### config.mk
export PLATFORM = sky130hd
export DESIGN_NAME = pipe_scoreboard_flat
export DESIGN_NICKNAME = d
export VERILOG_FILES = /design/src/rtl/pipe_scoreboard_pkg.sv /design/src/rtl/pipe_scoreboard_if.sv /design/src/rtl/pipe_scoreboard_slot.sv /design/src/rtl/pipe_scoreboard.sv /design/src/flat_wrapper.sv
export SDC_FILE = /design/constraint.sdc
export NUM_CORES = 1
export LEC_CHECK = 0
export CORE_MARGIN = 5
export CORE_UTILIZATION = 50
export CTS_CLUSTER_SIZE = 20
export DETAILED_ROUTE_END_ITERATION = 12
export PLACE_DENSITY = 0.71
export SYNTH_ARGS = -nofsm -noshare
export SYNTH_HDL_FRONTEND = slang
export SYNTH_SLANG_ARGS = --single-unit
### constraint.sdc
create_clock -name clk -period 8.2 [get_ports clk]
set_input_delay 0.82 -clock clk [delete_from_list [all_inputs] [get_ports clk]]
set_output_delay 0.82 -clock clk [all_outputs]
set_load 0.01 [all_outputs]
### src/rtl/pipe_scoreboard_pkg.sv
// Shared constants and types for the register scoreboard / hazard controller.
// The defaults here also seed the parameter defaults of the scoreboard modules.
package pipe_pkg;

    localparam int NREGS_DEF   = 32;
    localparam int MAX_LAT_DEF = 15;
    localparam int DIV_LAT_DEF = 8;
    localparam int RAW         = $clog2(NREGS_DEF);
    localparam int LW          = $clog2(MAX_LAT_DEF + 1);

    typedef logic [LW-1:0]  lat_t;
    typedef logic [RAW-1:0] regidx_t;

    localparam lat_t LAT_ALU  = lat_t'(0);
    localparam lat_t LAT_LOAD = lat_t'(1);
    localparam lat_t LAT_DIV  = lat_t'(DIV_LAT_DEF);

endpackage

### src/rtl/pipe_scoreboard_if.sv
// Issue-side handshake and scoreboard status bundle between decode and the scoreboard.
interface pipe_scoreboard_if
    import pipe_pkg::*;
#(
    parameter int NREGS   = NREGS_DEF,
    parameter int MAX_LAT = MAX_LAT_DEF
);
    localparam int AW = $clog2(NREGS);
    localparam int CW = $clog2(MAX_LAT + 1);

    logic              iss_valid;
    logic [AW-1:0]     iss_rs1;
    logic              iss_rs1_use;
    logic [AW-1:0]     iss_rs2;
    logic              iss_rs2_use;
    logic [AW-1:0]     iss_rd;
    logic              iss_rd_wr;
    logic [CW-1:0]     iss_lat;
    logic              iss_div;
    logic              flush_e;
    logic              stall_d;
    logic [NREGS-1:0]  busy_mask;
    logic              div_busy;
    logic [31:0]       stall_cnt;

    modport master (
        output iss_valid, iss_rs1, iss_rs1_use, iss_rs2, iss_rs2_use,
               iss_rd, iss_rd_wr, iss_lat, iss_div, flush_e,
        input  stall_d, busy_mask, div_busy, stall_cnt
    );

    modport slave (
        input  iss_valid, iss_rs1, iss_rs1_use, iss_rs2, iss_rs2_use,
               iss_rd, iss_rd_wr, iss_lat, iss_div, flush_e,
        output stall_d, busy_mask, div_busy, stall_cnt
    );

endinterface

### src/rtl/pipe_scoreboard_slot.sv
// One scoreboard entry: a saturating down-counter of cycles until the register's
// pending result is forwardable, with a registered nonzero flag.
module sb_slot
    import pipe_pkg::*;
#(
    parameter int CW = LW
) (
    input  logic          clk,
    input  logic          reset,
    input  logic          load_en,
    input  logic [CW-1:0] load_val,
    input  logic          restore_en,
    input  logic [CW-1:0] restore_val,
    output logic [CW-1:0] cnt,
    output logic          busy
);

    logic [CW-1:0] cnt_r;
    logic [CW-1:0] cnt_nxt_s;
    logic          busy_r;

    // Next count: a new issue beats a squash restore, which beats the plain countdown.
    always_comb begin
        cnt_nxt_s = cnt_r;
        if (load_en) begin
            cnt_nxt_s = load_val;
        end else if (restore_en) begin
            cnt_nxt_s = restore_val;
        end else if (cnt_r != {CW{1'b0}}) begin
            cnt_nxt_s = cnt_r - CW'(1);
        end else begin
            cnt_nxt_s = cnt_r;
        end
    end

    // Counter and busy flag registers.
    always_ff @(posedge clk) begin
        if (!reset) begin
            cnt_r  <= {CW{1'b0}};
            busy_r <= 1'b0;
        end else begin
            cnt_r  <= cnt_nxt_s;
            busy_r <= (cnt_nxt_s != {CW{1'b0}});
        end
    end

    assign cnt  = cnt_r;
    assign busy = busy_r;

endmodule

### src/rtl/pipe_scoreboard.sv
// Register scoreboard and decode hazard controller: per-register countdowns, RAW/WAW/divider
// stalls, squash of the last accepted instruction, and a saturating stall-cycle counter.
module pipe_scoreboard
    import pipe_pkg::*;
#(
    parameter int NREGS     = NREGS_DEF,
    parameter int MAX_LAT   = MAX_LAT_DEF,
    parameter int DIV_LAT   = DIV_LAT_DEF,
    parameter int REG0_ZERO = 1
) (
    input  logic               clk,
    input  logic               reset,
    pipe_scoreboard_if.slave   sb
);

    localparam int AW = $clog2(NREGS);
    localparam int CW = $clog2(MAX_LAT + 1);

    logic [CW-1:0]    cnt_s [NREGS];
    logic [NREGS-1:0] busy_s;

    logic             raw_s;
    logic             waw_s;
    logic             divh_s;
    logic             stall_s;
    logic             accept_s;
    logic             flush_hit_s;
    logic [CW-1:0]    restore_val_s;
    logic [CW-1:0]    div_nxt_s;

    logic             last_valid_r;
    logic [AW-1:0]    last_rd_r;
    logic             last_wr_r;
    logic             last_div_r;
    logic [CW-1:0]    last_old_r;
    logic [CW-1:0]    div_cnt_r;
    logic             div_busy_r;
    logic [31:0]      stall_cnt_r;

    // Hazard detection and the accept/squash qualifiers for this cycle.
    always_comb begin
        raw_s    = (sb.iss_rs1_use && (cnt_s[sb.iss_rs1] != {CW{1'b0}})) ||
                   (sb.iss_rs2_use && (cnt_s[sb.iss_rs2] != {CW{1'b0}}));
        waw_s    = sb.iss_rd_wr && (cnt_s[sb.iss_rd] > sb.iss_lat);
        divh_s   = sb.iss_div && (div_cnt_r != {CW{1'b0}});
        stall_s  = sb.iss_valid && !sb.flush_e && (raw_s || waw_s || divh_s);
        accept_s = sb.iss_valid && !stall_s && !sb.flush_e;
        flush_hit_s = sb.flush_e && last_valid_r && last_wr_r;
        if (last_old_r != {CW{1'b0}}) begin
            restore_val_s = last_old_r - CW'(1);
        end else begin
            restore_val_s = {CW{1'b0}};
        end
    end

    // Register 0 stays tied to zero when hardwired, so it never raises RAW or WAW.
    for (genvar r = 0; r < NREGS; r++) begin : g_slot
        if ((REG0_ZERO != 0) && (r == 0)) begin : g_zero
            assign cnt_s[r]  = {CW{1'b0}};
            assign busy_s[r] = 1'b0;
        end else begin : g_live
            logic load_en_s;
            logic restore_en_s;
            assign load_en_s    = accept_s && sb.iss_rd_wr && (sb.iss_rd == AW'(r));
            assign restore_en_s = flush_hit_s && (last_rd_r == AW'(r));
            sb_slot #(.CW(CW)) u_slot (
                .clk         (clk),
                .reset       (reset),
                .load_en     (load_en_s),
                .load_val    (sb.iss_lat),
                .restore_en  (restore_en_s),
                .restore_val (restore_val_s),
                .cnt         (cnt_s[r]),
                .busy        (busy_s[r])
            );
        end
    end

    // Divider occupancy: countdown, cancelled by a squashed divide, reloaded by a new one.
    always_comb begin
        div_nxt_s = div_cnt_r;
        if (accept_s && sb.iss_div) begin
            div_nxt_s = CW'(DIV_LAT);
        end else if (flush_hit_s && last_div_r) begin
            div_nxt_s = {CW{1'b0}};
        end else if (div_cnt_r != {CW{1'b0}}) begin
            div_nxt_s = div_cnt_r - CW'(1);
        end else begin
            div_nxt_s = div_cnt_r;
        end
    end

    // Divider counter, last-issue record and stall statistics.
    always_ff @(posedge clk) begin
        if (!reset) begin
            div_cnt_r    <= {CW{1'b0}};
            div_busy_r   <= 1'b0;
            last_valid_r <= 1'b0;
            last_rd_r    <= {AW{1'b0}};
            last_wr_r    <= 1'b0;
            last_div_r   <= 1'b0;
            last_old_r   <= {CW{1'b0}};
            stall_cnt_r  <= 32'd0;
        end else begin
            div_cnt_r  <= div_nxt_s;
            div_busy_r <= (div_nxt_s != {CW{1'b0}});
            if (accept_s) begin
                last_valid_r <= 1'b1;
                last_rd_r    <= sb.iss_rd;
                last_wr_r    <= sb.iss_rd_wr;
                last_div_r   <= sb.iss_div;
                last_old_r   <= cnt_s[sb.iss_rd];
            end else begin
                last_valid_r <= 1'b0;
            end
            if (stall_s && (stall_cnt_r != 32'hFFFF_FFFF)) begin
                stall_cnt_r <= stall_cnt_r + 32'd1;
            end else begin
                stall_cnt_r <= stall_cnt_r;
            end
        end
    end

    assign sb.stall_d   = stall_s;
    assign sb.busy_mask = busy_s;
    assign sb.div_busy  = div_busy_r;
    assign sb.stall_cnt = stall_cnt_r;

endmodule

### src/flat_wrapper.sv
// flat-port wrapper written by rule: the top's interface ports become plain ports
module pipe_scoreboard_flat import pipe_pkg::*;
#(
    parameter int NREGS     = NREGS_DEF,
    parameter int MAX_LAT   = MAX_LAT_DEF,
    parameter int DIV_LAT   = DIV_LAT_DEF,
    parameter int REG0_ZERO = 1
)
  (clk, reset, sb_iss_valid, sb_iss_rs1, sb_iss_rs1_use, sb_iss_rs2, sb_iss_rs2_use, sb_iss_rd, sb_iss_rd_wr, sb_iss_lat, sb_iss_div, sb_flush_e, sb_stall_d, sb_busy_mask, sb_div_busy, sb_stall_cnt);
  pipe_scoreboard_if #(.NREGS(NREGS), .MAX_LAT(MAX_LAT)) sb_i ();
  input  logic clk;
  input  logic reset;
  input wire logic [$bits(sb_i.iss_valid)-1:0] sb_iss_valid;
  input wire logic [$bits(sb_i.iss_rs1)-1:0] sb_iss_rs1;
  input wire logic [$bits(sb_i.iss_rs1_use)-1:0] sb_iss_rs1_use;
  input wire logic [$bits(sb_i.iss_rs2)-1:0] sb_iss_rs2;
  input wire logic [$bits(sb_i.iss_rs2_use)-1:0] sb_iss_rs2_use;
  input wire logic [$bits(sb_i.iss_rd)-1:0] sb_iss_rd;
  input wire logic [$bits(sb_i.iss_rd_wr)-1:0] sb_iss_rd_wr;
  input wire logic [$bits(sb_i.iss_lat)-1:0] sb_iss_lat;
  input wire logic [$bits(sb_i.iss_div)-1:0] sb_iss_div;
  input wire logic [$bits(sb_i.flush_e)-1:0] sb_flush_e;
  output wire logic [$bits(sb_i.stall_d)-1:0] sb_stall_d;
  output wire logic [$bits(sb_i.busy_mask)-1:0] sb_busy_mask;
  output wire logic [$bits(sb_i.div_busy)-1:0] sb_div_busy;
  output wire logic [$bits(sb_i.stall_cnt)-1:0] sb_stall_cnt;
  assign sb_i.iss_valid = sb_iss_valid;
  assign sb_i.iss_rs1 = sb_iss_rs1;
  assign sb_i.iss_rs1_use = sb_iss_rs1_use;
  assign sb_i.iss_rs2 = sb_iss_rs2;
  assign sb_i.iss_rs2_use = sb_iss_rs2_use;
  assign sb_i.iss_rd = sb_iss_rd;
  assign sb_i.iss_rd_wr = sb_iss_rd_wr;
  assign sb_i.iss_lat = sb_iss_lat;
  assign sb_i.iss_div = sb_iss_div;
  assign sb_i.flush_e = sb_flush_e;
  assign sb_stall_d = sb_i.stall_d;
  assign sb_busy_mask = sb_i.busy_mask;
  assign sb_div_busy = sb_i.div_busy;
  assign sb_stall_cnt = sb_i.stall_cnt;
  pipe_scoreboard #(.NREGS(NREGS), .MAX_LAT(MAX_LAT), .DIV_LAT(DIV_LAT), .REG0_ZERO(REG0_ZERO)) u_core (.clk(clk), .reset(reset), .sb(sb_i));
endmodule
# [Word level (Yosys, flattened, before mapping)]
# Cells that the tools add are included.
[word_totals] ff_bits=204 latchBits=0 ramBits=0 rom_bits=0 elab_cells=429 mem_count=0
[op_classes] add_sub_neg=34 multipliers=0 n_div=0 order_cmp=4 eq_ne=63 n_shift=0 n_mux=107 bitwise_logic=3 reduce_logical=148
[op_table] cell="4-bit 2-to-1 mux" n=103
[op_table] cell="4-bit nonzero test" n=67
[op_table] cell="5-bit equality test, second input constant" n=32
[op_table] cell="4-bit by 1-bit subtractor with 4-bit output, second input constant" n=33
[op_table] cell="5-bit by 4-bit equality test with 1-bit output, second input constant" n=16
[op_table] cell="1-bit logical AND" n=76
[op_table] cell="4-bit binary-select mux with 5-bit select" n=3
[op_table] cell="5-bit by 3-bit equality test with 1-bit output, second input constant" n=8
[op_table] cell="32-bit by 1-bit adder with 32-bit output, second input constant" n=1
[op_table] cell="32-bit inequality test, second input constant" n=1
[op_table] cell="5-bit by 2-bit equality test with 1-bit output, second input constant" n=4
[op_table] cell="6-bit >= comparator, second input constant" n=3
[op_table] cell="5-bit inverter with 6-bit output" n=3
[op_table] cell="5-bit by 1-bit equality test with 1-bit output, second input constant" n=2
[op_table] cell="4-bit greater-than comparator" n=1
[op_table] cell="1-bit logical OR" n=3
[op_table] cell="1-bit logical NOT" n=2
[op_table] cell="1-bit 2-to-1 mux" n=1

# [Longest topological paths before layout]
[depth] ltp_word=17 depth_mapped=22 mapped_depth_nobuf=16

# [By module]
# Synthesis repeated with hierarchy kept, for this count alone.
[hier_totals] hier_cells=1655 area_unflattened_um2=14093.5
[modules_own_cells] module="sb_slot (u_core.g_slot[10].g_live.u_slot ...)" instances=22 cells_per_inst=34 area_per_inst_um2=294.0 seq_area_each_um2=100.1
[modules_own_cells] module="pipe_scoreboard" instances=1 cells_per_inst=592 area_per_inst_um2=4911.0 seq_area_each_um2=980.9
[modules_own_cells] module="sb_slot (u_core.g_slot[30].g_live.u_slot ...)" instances=9 cells_per_inst=35 area_per_inst_um2=301.5 seq_area_each_um2=100.1

# [Least setup slack after synthesis]
# No wires, ideal clock.
[synth_timing] kind="input -> output" startpoint="input sb_iss_rd[0]" endpoint="output sb_stall_d" arrival_ns=4.863 required_ns=7.380 slack_ns=2.517 stages=17 path_cell_list="buf_1 clkbuf_1 mux4_2 mux4_2 inv_1 a21oi_1 ha_1 nand3_1 o22ai_1 o221ai_1 o21ai_0 or4b_4 a31oi_4 buf_6 buf_6 buf_6 nor2_1"
[synth_between] elab_chain_cells=9
[synth_rtl] item="start, declared" line_no="flat_wrapper.sv:18" source="input wire logic [$bits(sb_i.iss_rd)-1:0] sb_iss_rd;"
[synth_rtl] item="5-bit inverter with 6-bit output (implied by the code)" line_no="pipe_scoreboard.sv:44" source="waw_s = sb.iss_rd_wr && (cnt_s[sb.iss_rd] > sb.iss_lat);"
[synth_rtl] item="4-bit binary-select mux with 5-bit select" line_no="pipe_scoreboard.sv:44"
[synth_rtl] item="4-bit 2-to-1 mux (implied by the code) (2 in a row)" line_no="pipe_scoreboard.sv:44"
[synth_rtl] item="4-bit greater-than comparator" line_no="pipe_scoreboard.sv:44"
[synth_rtl] item="1-bit logical AND" line_no="pipe_scoreboard.sv:44"
[synth_rtl] item="1-bit logical OR (2 in a row)" line_no="pipe_scoreboard.sv:46" source="stall_s = sb.iss_valid && !sb.flush_e && (raw_s || waw_s || divh_s);"
[synth_rtl] item="1-bit logical AND" line_no="pipe_scoreboard.sv:46"
[synth_rtl] item="end, declared" line_no="flat_wrapper.sv:23" source="output wire logic [$bits(sb_i.stall_d)-1:0] sb_stall_d;"
# No other way between the ends. The select of a mux whose other input is x is not followed.

# [Worst setup path in the final report]
# Same ends and word-level chain as after synthesis.

==> flow_summary_export.csv <==
group,metric,value,unit
pwr,power.switching,2460,µW
cells_and_area,nNetsFinal,1851,
sta,post-route-period-util,77.8,%
yosys,synth_ff_type,"dfxtp_1",
worst_hold_path,hold_class,"flip-flop to flip-flop",
critical_path,reg2reg_slack,3.24,ns
global_routing,grt_pass1_wl,70900,µm
yosys,synth_area,14300,µm²
clocking,clock_latency,0.53,ns
global_routing,grt_max_degree,94,
clocking,numCtsBuffers,25,
yosys,synth.avg_cell_area,8.03,µm²
critical_path,r2r_end,"u_core.g_slot[12].g_live.u_slot.cnt[2]$_SDFF_PN0_",
yosys,seq_area_frac_synth,28.6,%
clocking,root_buffer,"clkbuf_16",
die,die_y,179,µm
sta,setup_viol_count_final,0,
critical_path,criticalPathCategory,"primary input to output pin",
yosys,async_reset_ff_share,0,%
clocking,htree_levels,1,
sta,setup_tns,0,ns
die,design.core.area,27900,µm²
global_routing,grt_pass1_vias,12722,
clocking,cts_setup_buffers,0,
yosys,synth_edf_count,0,
global_routing,gr-total-overflow,0,
worst_hold_path,hold_end,"u_core.last_div_r$_SDFFE_PN0N_",
pwr,netSwitchingFraction,42.2,%
status,status,"completed",
yosys,synth_area_leaders,"dfxtp_1, mux2i_1, mux4_2",
die,die_x,179,µm
critical_path,crit_path_end_kind,"output pin",
critical_path,crit_family,"buffers and inverters",
worst_hold_path,whs_path_depth,2,
route,drc_errors,0,
pwr,powerDensity,364,nW/µm²
critical_path,crit_fanout,39,
sta,fmax,0.157,GHz
critical_path,reg2reg_from,"u_core.g_slot[27].g_live.u_slot.cnt[3]$_SDFF_PN0_",
route,num_vias,13690,
yosys,syn_inst,1776,
die,rows,61,
cells_and_area,final_common_cell,"dfxtp_1",
critical_path,reg2reg_depth,14,
clocking,cts.clk_slew.worst_paths,0.06,ns
placed_design,dp_hpwl,33000,µm
yosys,yosysWarningCount,0,
sta,period_needed,6.38,ns
die,start_util,51.0,%
sta,drv_slew,0,
pwr,p_comb_share,51.1,%
critical_path,worst_setup_path_start_kind,"primary input",
clocking,ctsHoldBuffers,0,
global_routing,track_usage,28.1,%
critical_path,critPathBufInv,3,
pwr,p_seq_share,29.7,%
route,vias_per_cell,6.28,
clocking,cts_tree,"built",
sta,worstMarginPinSlew,1.21,ns
route,wl,45900,µm
clocking,cts.sinks,204,
critical_path,max_stage_delay,0.78,ns
placed_design,pre_cts_ws,1.88,ns
sta,finalHoldViolCount,0,
critical_path,path_cells,"buf_2, mux4_2, mux4_2, mux2_2, ha_1, a21oi_1, o22ai_1, o221ai_1, o21ai_0, or4b_4, a31oi_4, buf_4, nor2_1, clkdlybuf4s50_1",
yosys,yosysTopAreaCell,"dfxtp_1",
die,io-pin-count,93,
flow_run,cap_violations,0,
yosys,synthDistinctLibCells,74,
route,drt-initial-drc-count,1333,
pwr,vdd_drop_max,188,µV
sta,fin_skew,0.0184,ns
route,ant_nets,0,
sta,relSlewSlack,18.9,%
sta,fin_hold_ws,0.462,ns
pwr,total_power,5820,µW
global_routing,antenna_found_initial,0,
critical_path,cp_slowest_cell,"buf_2",
worst_hold_path,min_from,"u_core.last_div_r$_SDFFE_PN0N_",
route,post_drt_wl_per_cell,21.1,µm
placed_design,portBuffers,91,
die,die-area,32000,µm²
cells_and_area,drive_gt1_share,8.65,%
yosys,synthDominantCellAreaShare,28.6,%
cells_and_area,mostFrequentLayoutCells,"dfxtp_1, nor2_1, nand2_1",
clocking,post_cts_resize_count,0,
route,dr.pass1.iters,7,
critical_path,critical_path_required,7.38,ns
placed_design,gp_congestion,0.977,
pwr,p_clk_share,19.2,%
critical_path,arrival,5.56,ns
pwr,internal_power,3370,µW
sta,finalWorstSetupSlack,1.82,ns
yosys,ys_seq_elements,204,
yosys,syn_nets,1840,
clocking,cts_buffer_depth,3,
pwr,power_leakage,0.00615,µW
sta,grt_setup_unrepaired,"false",
critical_path,cpMostUsedCell,"mux4_2",
cells_and_area,areaGrowthSynthToFinish,12.2,%
cells_and_area,diodes,0,
## synthesized netlist by cell type, drive strengths merged, types with 2 or more instances
library cell  number
a2111oi            3
a211oi            34
a21o               3
a21oi            134
a22o               2
a22oi              4
a31o               4
a31oi              9
a41oi              2
and2               8
and3              12
and3b              3
and4               3
buf               52
clkbuf            73
dfxtp            204
ha                37
inv              102
mux2               8
mux2i            145
mux4              38
nand2            150
nand2b            28
nand3            117
nand3b            27
nand4             15
nor2             208
nor2b             10
nor3              64
nor3b             16
nor4              35
nor4b              4
o211ai             6
o21ai             83
o221ai             3
o22ai              3
o31ai              5
o41ai             18
or2                2
or3               13
or3b               4
or4               20
or4b               2
xnor2             52
## cells by family (layout without fill, tap and decap cells)
kind of cell	after synthesis	count (layout)	share of synthesized area, %
fa+ha+maj	37	37	3.25
mux	191	191	16.8
simple gates	744	744	27.6
xor+xnor	52	52	3.19
flops	204	204	28.6
buf+inv	227	254	7.13
compound gates	320	320	13.4
other cells	1	1	0.0263
## state kept, by name (all words and copies together) (netlist names)
signal / count
u_core.g_slot.g_live.u_slot.cnt: 124
u_core.sb.stall_cnt: 32
u_core.g_slot.g_live.u_slot.busy: 31
u_core.last_rd_r: 5
u_core.div_cnt_r: 4
u_core.last_old_r: 4
u_core.last_div_r: 1
u_core.last_valid_r: 1
u_core.last_wr_r: 1
u_core.sb.div_busy: 1
## stage by stage
step	instance area [µm²]	util (%)	instances
floorplan	14300	-	1776
global placement	15200	54.3	2138
detailed placement	15200	54.3	2138
CTS	16000	57.2	2181
global route	16000	57.2	2181
finish	16000	57.2	2181
## power by group through the flow
stage	sequential, µW	combinational, µW	clock, µW
floorplan	1540	2420	0
detailed placement	1720	2930	0
global placement	1730	2850	0
CTS	1710	2950	1140
global route	1740	3350	1180
finish	1730	2980	1120
## worst reg2reg max path, cell delays in order (launching register included)
cell,delay [ns]
dfxtp_1,0.42
mux4_2,0.52
mux4_2,0.48
mux2_2,0.29
ha_1,0.30
nand3_1,0.10
o22ai_1,0.08
o221ai_1,0.15
o21ai_0,0.15
or4b_4,0.52
a31oi_4,0.19
buf_4,0.33
nand2_2,0.53
nor4_4,0.56
mux2i_1,0.26
## routing by layer
metal	GRT usage, %	part of all wire [%]	vias to the layer above
met5	0	0	-
met4	13.0	5.5	0
met3	3.80	8.0	177
met2	46.6	46	665
met1	36.3	40	6473
li1	-	-	6375
## worst max-delay path by stage
stage          depth (start not counted)    startpoint          to
3_5_place_dp                          14  sb_iss_rd[0]  sb_stall_d
6_report                              14  sb_iss_rd[0]  sb_stall_d
5_1_grt                               16  sb_iss_rd[0]  sb_stall_d
3_3_place_gp                          14  sb_iss_rd[0]  sb_stall_d
2_1_floorplan                         17  sb_iss_rd[0]  sb_stall_d
4_1_cts                               14  sb_iss_rd[0]  sb_stall_d
## final cells by class
cell class	instances	area (µm²)
repair buffers	109	1030
well taps	378	473
clock inverters	6	86.3
flip-flops and latches	204	4080
clock buffers	37	741
fillers	2544	11900
inverters	102	383
multi-input cells	1345	9190
No activity file was read; power rests on OpenSTA's default activity.
